===== config.mk =====
export PLATFORM = sky130hd
export DESIGN_NAME = mem_access_unit_flat
export DESIGN_NICKNAME = d
export VERILOG_FILES = /design/src/rtl/mem_access_unit_if.sv /design/src/rtl/mem_access_unit.sv /design/src/flat_wrapper.sv
export SDC_FILE = /design/constraint.sdc
export NUM_CORES = 1
export LEC_CHECK = 0
export ABC_AREA = 1
export CORE_MARGIN = 8
export CORE_UTILIZATION = 29
export CTS_CLUSTER_SIZE = 30
export DETAILED_ROUTE_END_ITERATION = 10
export PLACE_DENSITY_LB_ADDON = 0.15
export SETUP_SLACK_MARGIN = 0.02
export SLEW_MARGIN = 20
export SYNTH_ARGS = -nofsm -noshare
export SYNTH_HDL_FRONTEND = slang
export SYNTH_SLANG_ARGS = --single-unit

===== constraint.sdc =====
create_clock -name clk_i -period 5.7 [get_ports clk_i]
set_input_delay 1.14 -clock clk_i [delete_from_list [all_inputs] [get_ports clk_i]]
set_output_delay 1.14 -clock clk_i [all_outputs]
set_load 0.01 [all_outputs]

===== src/rtl/mem_access_unit_if.sv =====
// Core-side request/response and byte-memory bus of the memory access unit.
interface mem_access_unit_if;
  logic        req_i;
  logic        MemRead_i;
  logic        MemWrite_i;
  logic [1:0]  MemNum_i;
  logic        UnSigned_i;
  logic [31:0] addr_i;
  logic [31:0] wdata_i;
  logic        busy_o;
  logic        done_o;
  logic        err_o;
  logic [31:0] rdata_o;
  logic        mem_req_o;
  logic        mem_we_o;
  logic [31:0] mem_addr_o;
  logic [7:0]  mem_wdata_o;
  logic [7:0]  mem_rdata_i;
  logic        mem_ack_i;

  modport slave (
    input  req_i, MemRead_i, MemWrite_i, MemNum_i, UnSigned_i, addr_i, wdata_i,
    input  mem_rdata_i, mem_ack_i,
    output busy_o, done_o, err_o, rdata_o,
    output mem_req_o, mem_we_o, mem_addr_o, mem_wdata_o
  );

  modport master (
    output req_i, MemRead_i, MemWrite_i, MemNum_i, UnSigned_i, addr_i, wdata_i,
    output mem_rdata_i, mem_ack_i,
    input  busy_o, done_o, err_o, rdata_o,
    input  mem_req_o, mem_we_o, mem_addr_o, mem_wdata_o
  );
endinterface


===== src/rtl/mem_access_unit.sv =====
// Splits byte/half/word loads and stores into big-endian byte transfers on a
// byte-wide memory port; loads are reassembled and sign/zero-extended.
module mem_access_unit (
  input  logic              clk_i,
  input  logic              rst_i,
  mem_access_unit_if.slave  bus
);

  localparam int unsigned AW = 32;
  localparam int unsigned DW = 32;
  localparam int unsigned BW = 8;

  typedef enum logic [1:0] {
    S_IDLE = 2'd0,
    S_XFER = 2'd1,
    S_FIN  = 2'd2
  } state_t;

  state_t          r_state, w_state;
  logic [1:0]      r_idx, w_idx;
  logic [1:0]      r_last, w_last;
  logic            r_we, w_we;
  logic            r_uns, w_uns;
  logic [DW-1:0]   r_wbuf, w_wbuf;
  logic [DW-1:0]   r_rbuf, w_rbuf;
  logic            r_busy, w_busy;
  logic            r_done, w_done;
  logic            r_err, w_err;
  logic [DW-1:0]   r_rdata, w_rdata;
  logic            r_mem_req, w_mem_req;
  logic            r_mem_we, w_mem_we;
  logic [AW-1:0]   r_mem_addr, w_mem_addr;
  logic [BW-1:0]   r_mem_wdata, w_mem_wdata;

  logic            w_bad;
  logic [1:0]      w_req_last;
  logic [DW-1:0]   w_req_wbuf;
  logic            w_sx;

  // Illegal direction/size or misaligned half/word is rejected at accept.
  assign w_bad = (bus.MemRead_i == bus.MemWrite_i)
               | (bus.MemNum_i == 2'b00)
               | ((bus.MemNum_i == 2'b10) & bus.addr_i[0])
               | ((bus.MemNum_i == 2'b11) & (bus.addr_i[1:0] != 2'b00));

  // Store data is left-justified so the next byte to send is always [31:24].
  always_comb begin
    w_req_last = 2'd3;
    w_req_wbuf = bus.wdata_i;
    case (bus.MemNum_i)
      2'b01: begin
        w_req_last = 2'd0;
        w_req_wbuf = {bus.wdata_i[7:0], 24'h0};
      end
      2'b10: begin
        w_req_last = 2'd1;
        w_req_wbuf = {bus.wdata_i[15:0], 16'h0};
      end
      default: begin
        w_req_last = 2'd3;
        w_req_wbuf = bus.wdata_i;
      end
    endcase
    if (!bus.MemWrite_i) w_req_wbuf = '0;
  end

  always_comb begin
    w_state     = r_state;
    w_idx       = r_idx;
    w_last      = r_last;
    w_we        = r_we;
    w_uns       = r_uns;
    w_wbuf      = r_wbuf;
    w_rbuf      = r_rbuf;
    w_done      = 1'b0;
    w_err       = 1'b0;
    w_rdata     = r_rdata;
    w_mem_req   = r_mem_req;
    w_mem_we    = r_mem_we;
    w_mem_addr  = r_mem_addr;
    w_mem_wdata = r_mem_wdata;
    w_sx        = ~r_uns;

    case (r_state)
      S_IDLE: begin
        if (bus.req_i) begin
          if (w_bad) begin
            w_state = S_FIN;
            w_done  = 1'b1;
            w_err   = 1'b1;
          end else begin
            w_state     = S_XFER;
            w_idx       = 2'd0;
            w_last      = w_req_last;
            w_we        = bus.MemWrite_i;
            w_uns       = bus.UnSigned_i;
            w_wbuf      = w_req_wbuf;
            w_rbuf      = '0;
            w_mem_req   = 1'b1;
            w_mem_we    = bus.MemWrite_i;
            w_mem_addr  = bus.addr_i;
            w_mem_wdata = w_req_wbuf[DW-1 -: BW];
          end
        end
      end

      S_XFER: begin
        if (bus.mem_ack_i) begin
          w_rbuf = {r_rbuf[DW-BW-1:0], bus.mem_rdata_i};
          if (r_idx == r_last) begin
            w_state     = S_FIN;
            w_done      = 1'b1;
            w_mem_req   = 1'b0;
            w_mem_we    = 1'b0;
            w_mem_wdata = '0;
            if (!r_we) begin
              case (r_last)
                2'd0:    w_rdata = {{24{w_sx & w_rbuf[7]}},  w_rbuf[7:0]};
                2'd1:    w_rdata = {{16{w_sx & w_rbuf[15]}}, w_rbuf[15:0]};
                default: w_rdata = w_rbuf;
              endcase
            end
          end else begin
            w_idx       = r_idx + 2'd1;
            w_wbuf      = {r_wbuf[DW-BW-1:0], 8'h00};
            w_mem_addr  = r_mem_addr + 32'd1;
            w_mem_wdata = w_wbuf[DW-1 -: BW];
          end
        end
      end

      S_FIN: begin
        w_state = S_IDLE;
      end

      default: begin
        w_state   = S_IDLE;
        w_mem_req = 1'b0;
        w_mem_we  = 1'b0;
      end
    endcase

    w_busy = (w_state != S_IDLE);
  end

  always_ff @(posedge clk_i or posedge rst_i) begin
    if (rst_i) begin
      r_state     <= S_IDLE;
      r_idx       <= 2'd0;
      r_last      <= 2'd0;
      r_we        <= 1'b0;
      r_uns       <= 1'b0;
      r_wbuf      <= '0;
      r_rbuf      <= '0;
      r_busy      <= 1'b0;
      r_done      <= 1'b0;
      r_err       <= 1'b0;
      r_rdata     <= '0;
      r_mem_req   <= 1'b0;
      r_mem_we    <= 1'b0;
      r_mem_addr  <= '0;
      r_mem_wdata <= '0;
    end else begin
      r_state     <= w_state;
      r_idx       <= w_idx;
      r_last      <= w_last;
      r_we        <= w_we;
      r_uns       <= w_uns;
      r_wbuf      <= w_wbuf;
      r_rbuf      <= w_rbuf;
      r_busy      <= w_busy;
      r_done      <= w_done;
      r_err       <= w_err;
      r_rdata     <= w_rdata;
      r_mem_req   <= w_mem_req;
      r_mem_we    <= w_mem_we;
      r_mem_addr  <= w_mem_addr;
      r_mem_wdata <= w_mem_wdata;
    end
  end

  assign bus.busy_o      = r_busy;
  assign bus.done_o      = r_done;
  assign bus.err_o       = r_err;
  assign bus.rdata_o     = r_rdata;
  assign bus.mem_req_o   = r_mem_req;
  assign bus.mem_we_o    = r_mem_we;
  assign bus.mem_addr_o  = r_mem_addr;
  assign bus.mem_wdata_o = r_mem_wdata;

endmodule


===== src/flat_wrapper.sv =====
// flat-port wrapper written by rule: the top's interface ports become plain ports
module mem_access_unit_flat 
  (clk_i, rst_i, bus_req_i, bus_MemRead_i, bus_MemWrite_i, bus_MemNum_i, bus_UnSigned_i, bus_addr_i, bus_wdata_i, bus_mem_rdata_i, bus_mem_ack_i, bus_busy_o, bus_done_o, bus_err_o, bus_rdata_o, bus_mem_req_o, bus_mem_we_o, bus_mem_addr_o, bus_mem_wdata_o);
  mem_access_unit_if bus_i ();
  input  logic clk_i;
  input  logic rst_i;
  input wire logic [$bits(bus_i.req_i)-1:0] bus_req_i;
  input wire logic [$bits(bus_i.MemRead_i)-1:0] bus_MemRead_i;
  input wire logic [$bits(bus_i.MemWrite_i)-1:0] bus_MemWrite_i;
  input wire logic [$bits(bus_i.MemNum_i)-1:0] bus_MemNum_i;
  input wire logic [$bits(bus_i.UnSigned_i)-1:0] bus_UnSigned_i;
  input wire logic [$bits(bus_i.addr_i)-1:0] bus_addr_i;
  input wire logic [$bits(bus_i.wdata_i)-1:0] bus_wdata_i;
  input wire logic [$bits(bus_i.mem_rdata_i)-1:0] bus_mem_rdata_i;
  input wire logic [$bits(bus_i.mem_ack_i)-1:0] bus_mem_ack_i;
  output wire logic [$bits(bus_i.busy_o)-1:0] bus_busy_o;
  output wire logic [$bits(bus_i.done_o)-1:0] bus_done_o;
  output wire logic [$bits(bus_i.err_o)-1:0] bus_err_o;
  output wire logic [$bits(bus_i.rdata_o)-1:0] bus_rdata_o;
  output wire logic [$bits(bus_i.mem_req_o)-1:0] bus_mem_req_o;
  output wire logic [$bits(bus_i.mem_we_o)-1:0] bus_mem_we_o;
  output wire logic [$bits(bus_i.mem_addr_o)-1:0] bus_mem_addr_o;
  output wire logic [$bits(bus_i.mem_wdata_o)-1:0] bus_mem_wdata_o;
  assign bus_i.req_i = bus_req_i;
  assign bus_i.MemRead_i = bus_MemRead_i;
  assign bus_i.MemWrite_i = bus_MemWrite_i;
  assign bus_i.MemNum_i = bus_MemNum_i;
  assign bus_i.UnSigned_i = bus_UnSigned_i;
  assign bus_i.addr_i = bus_addr_i;
  assign bus_i.wdata_i = bus_wdata_i;
  assign bus_i.mem_rdata_i = bus_mem_rdata_i;
  assign bus_i.mem_ack_i = bus_mem_ack_i;
  assign bus_busy_o = bus_i.busy_o;
  assign bus_done_o = bus_i.done_o;
  assign bus_err_o = bus_i.err_o;
  assign bus_rdata_o = bus_i.rdata_o;
  assign bus_mem_req_o = bus_i.mem_req_o;
  assign bus_mem_we_o = bus_i.mem_we_o;
  assign bus_mem_addr_o = bus_i.mem_addr_o;
  assign bus_mem_wdata_o = bus_i.mem_wdata_o;
  mem_access_unit u_core (.clk_i(clk_i), .rst_i(rst_i), .bus(bus_i));
endmodule

==> impl_results.md <==
* Final Hold Vio Count at 0
* Crit path kind: in2reg
* First-pass GRT wire length at about 36 mm
* R2R depth at 7
* Max-slew violation count at 0
* Crit path DAT at 3.94 ns
* Die height at around 170 µm
* RR Endpoint: u_core.r_wbuf[10]
* Post-Route WL at approximately 22 mm
* Most common cell after layout, fill and taps aside: nand2_1
* Ys flop type: dfrtp_1
* Total Die Area at 0.0300 mm²
* Finished Layout Cells at approximately 1500
* Sw Share at 41.2%
* Antenna diodes at 0
* Min-Delay Path Class: reg2reg
* Clock Tree Buf Depth at 2
* Number of global-route vias before repair at 6549
* Reg2reg setup slack at between 2 and 3 ns
* CP endpoint kind: flip-flop
* Relative slew margins at 29.9%
* Register area share after synthesis at 46.4%
* CP Data Required Time at between 6 and 7 ns
* Post-Route Setup TNS at 0 ns
* Post-CTS Setup Repair Bufs at 0
* CTS HTree Levels at 4
* Pwr Density at about 470 mW/mm²
* Flops & latches, synth at between 100 and 150
* Maxcap violations at 0
* Largest net degree at the start of global routing at 104
* Syn nets at between 1000 and 1500
* Fraction of registers with async set/reset at between 90% and 100%
* Clock group share of total power at between 20% and 30%
* Critical R2R Launch: u_core.r_state[1]
* DR iter-0 viols at 508
* Clk slew on worst S/H paths at approximately 0.070 ns
* Leakage at 4.25 nW
* Drt drc at 0
* Actual slew at the worst max-slew pin at ~1.1 ns
* Final setup vio count at 0
* CTS tree: done
* Avg Cell Area, Syn at about 7 µm²
* CP Max Fanout at 96
* Worst Setup SP: bus_MemNum_i[0]
* P&R area growth vs syn at 31.9%
* Gr ovfl total at 0
* Yosys Warn Count at 0
* Peak VDD IR at ~180 µV
* Clock Sinks at 133
* Number of synthesized flops with an enable pin at 0
* Die width at between 150 and 200 µm
* Antenna violations before repair at 1
* Vias at 6783
* Fillers at 2517
* Hold endpoint: u_core.bus.mem_we_o
* CTS Buf Count at 17
* Min Tclk post-route at around 3.6 ns
* Max frequency at roughly 280 MHz
* DP HPWL at 16.1 mm
* Fin crit share at roughly 63%
* Placement Rows at 57
* Worst Hold Depth at 2
* Via/cell ratio at roughly 4.6
* Wire per inst at roughly 15 µm
* Cell variety after synth at 25
* Status: completed
* Net switching power figure at around 1.8 mW
* Post-synthesis cell area at approximately 0.0072 mm²
* Most frequent cells in the layout: 420 x nand2_1, 157 x clkdlybuf4s50_1, 133 x dfrtp_1
* Tot GR Track Use at around 15%
* Critical path startpoint category: primary input
* Placer congestion estimate at between 0.8 and 0.9
* Reg power frac at a little under two fifths
* Int Pwr at between 2 and 3 mW
* Core area at around 0.024 mm²
* Final nets at approximately 1200
* Combinational share of power at 40.5%
* Skew-Pair Late Insertion Delay at 0.42 ns
* # IOs at 158
* Hold buffers post-CTS at 0
* Root Buffer: clkbuf_16
* First-pass detailed-route iteration total at 4
* Number of port buffers at approximately 160
* PostCTS Resize Cnt at 0
* Initial core utilization at between 20% and 30%
* Hold Path Origin: u_core.bus.mem_we_o
* Clk_skew at about 0.0098 ns
* Layout cells sized above 1 at roughly 5.7%
* Cell count after placement at about 1400
* Post-DRT Antenna Nets at 0
* RSZ-0062 raised after global routing: false
* Cells after Synth at between 1000 and 1500
logic make-up after synthesis:
family,Yosys count,share of synthesized area [%]
buffers and inverters,113,7.20
adders and majority gates,5,0.872
AOI/OAI and AO/OA,151,11.8
and+or+nand+nor,599,33.6
DFF,133,46.4
xor gates and xnor gates,1,0.122
critical path, cell delays in order:
cell and delay, ns:
clkdlybuf4s50_1 0.52, inv_1 0.08, ha_1 0.35, a21oi_1 0.21, nand3_1 0.15, nand2_1 0.17, nand3_4 0.76, nor2_1 0.35
nand2_1 0.10, nand2_1 0.06
final cells by class:
type                       count  area (µm²)  area share, %
multi-input combinational    756        3340           35.3
sequential                   133        3330           35.2
timing repair buffer         160        1590           16.8
clock buffer                  17         425           4.49
tap                          324         405           4.28
inverter                      70         268           2.83
clock inverter                14         103           1.08
stage by stage:
step | hold slack (ns) | power (mW) | setup slack, ns | utilization, % | area [µm²]
final | 0.477 | 4.48 | 2.11 | 38.9 | 9470
after global routing | 0.499 | 4.85 | 1.75 | 38.9 | 9470
after CTS | 0.476 | 4.56 | 2.09 | 38.9 | 9470
after detailed placement | 0.460 | 3.53 | 1.66 | 36.7 | 8940
after global placement | 0.464 | 3.51 | 1.77 | 36.7 | 8930
after floorplan | 0.443 | 2.73 | 1.01 | - | 7180
worst max path at each step:
| stage | cells after the start | slack (ns) | endpoint |
|---|---|---|---|
| after floorplan | 1 | 1.01 | u_core.bus.busy_o |
| after global placement | 8 | 1.77 | u_core.bus.mem_addr_o[3] |
| after detailed placement | 8 | 1.66 | u_core.r_wbuf[22] |
| after CTS | 8 | 2.09 | u_core.r_wbuf[22] |
| after global routing | 10 | 1.75 | u_core.bus.mem_addr_o[19] |
| final | 10 | 2.11 | u_core.bus.mem_addr_o[12] |
power groups by stage:
stage	clock (mW)	combinational, mW	sequential, mW
floorplan	0	1.06	1.67
global placement	0	1.84	1.68
detailed placement	0	1.85	1.68
CTS	1.04	1.86	1.67
global route	1.07	2.05	1.73
finish	1.00	1.82	1.66
state kept, by name (all words and copies together), names as in the netlist:
signal and count:
u_core.r_idx 2, u_core.bus.mem_wdata_o 8, u_core.r_uns 1, u_core.bus.mem_req_o 1, u_core.bus.busy_o 1, u_core.r_rbuf 24
u_core.bus.done_o 1, u_core.bus.rdata_o 32, u_core.bus.mem_we_o 1, u_core.bus.err_o 1, u_core.r_we 1, u_core.r_last 2
u_core.r_wbuf 24, u_core.r_state 2, u_core.bus.mem_addr_o 32
cell usage after synthesis, types with 2 or more instances:
| master | count | area share [%] |
|---|---|---|
| inv_2 | 7 | 0.37 |
| clkbuf_1 | 9 | 0.47 |
| nor2_4 | 3 | 0.47 |
| nand3_1 | 73 | 5.1 |
| nand2_1 | 420 | 22 |
| buf_4 | 5 | 0.52 |
| a21oi_1 | 20 | 1.4 |
| buf_2 | 23 | 1.6 |
| nand3b_1 | 3 | 0.31 |
| nor2_1 | 88 | 4.6 |
| ha_1 | 5 | 0.87 |
| o21ai_2 | 9 | 1.1 |
| a22oi_1 | 16 | 1.7 |
| dfrtp_1 | 133 | 46 |
| and2_1 | 2 | 0.17 |
| o211ai_1 | 8 | 0.84 |
| buf_6 | 6 | 0.94 |
| or2_2 | 2 | 0.17 |
| inv_1 | 62 | 3.2 |
| nand3_2 | 2 | 0.28 |
| o21ai_1 | 18 | 1.3 |
| nor2_2 | 6 | 0.52 |
| o21ai_0 | 80 | 5.6 |
per-layer routing:
layer,wire (µm),track usage [%],vias up
met5,13,0,-
met4,267,4.60,2
met3,1210,3.83,17
met2,10300,23.1,162
met1,10600,19.6,3133
li1,-,-,3469
Note: power is estimated with default switching activity, not from simulation.
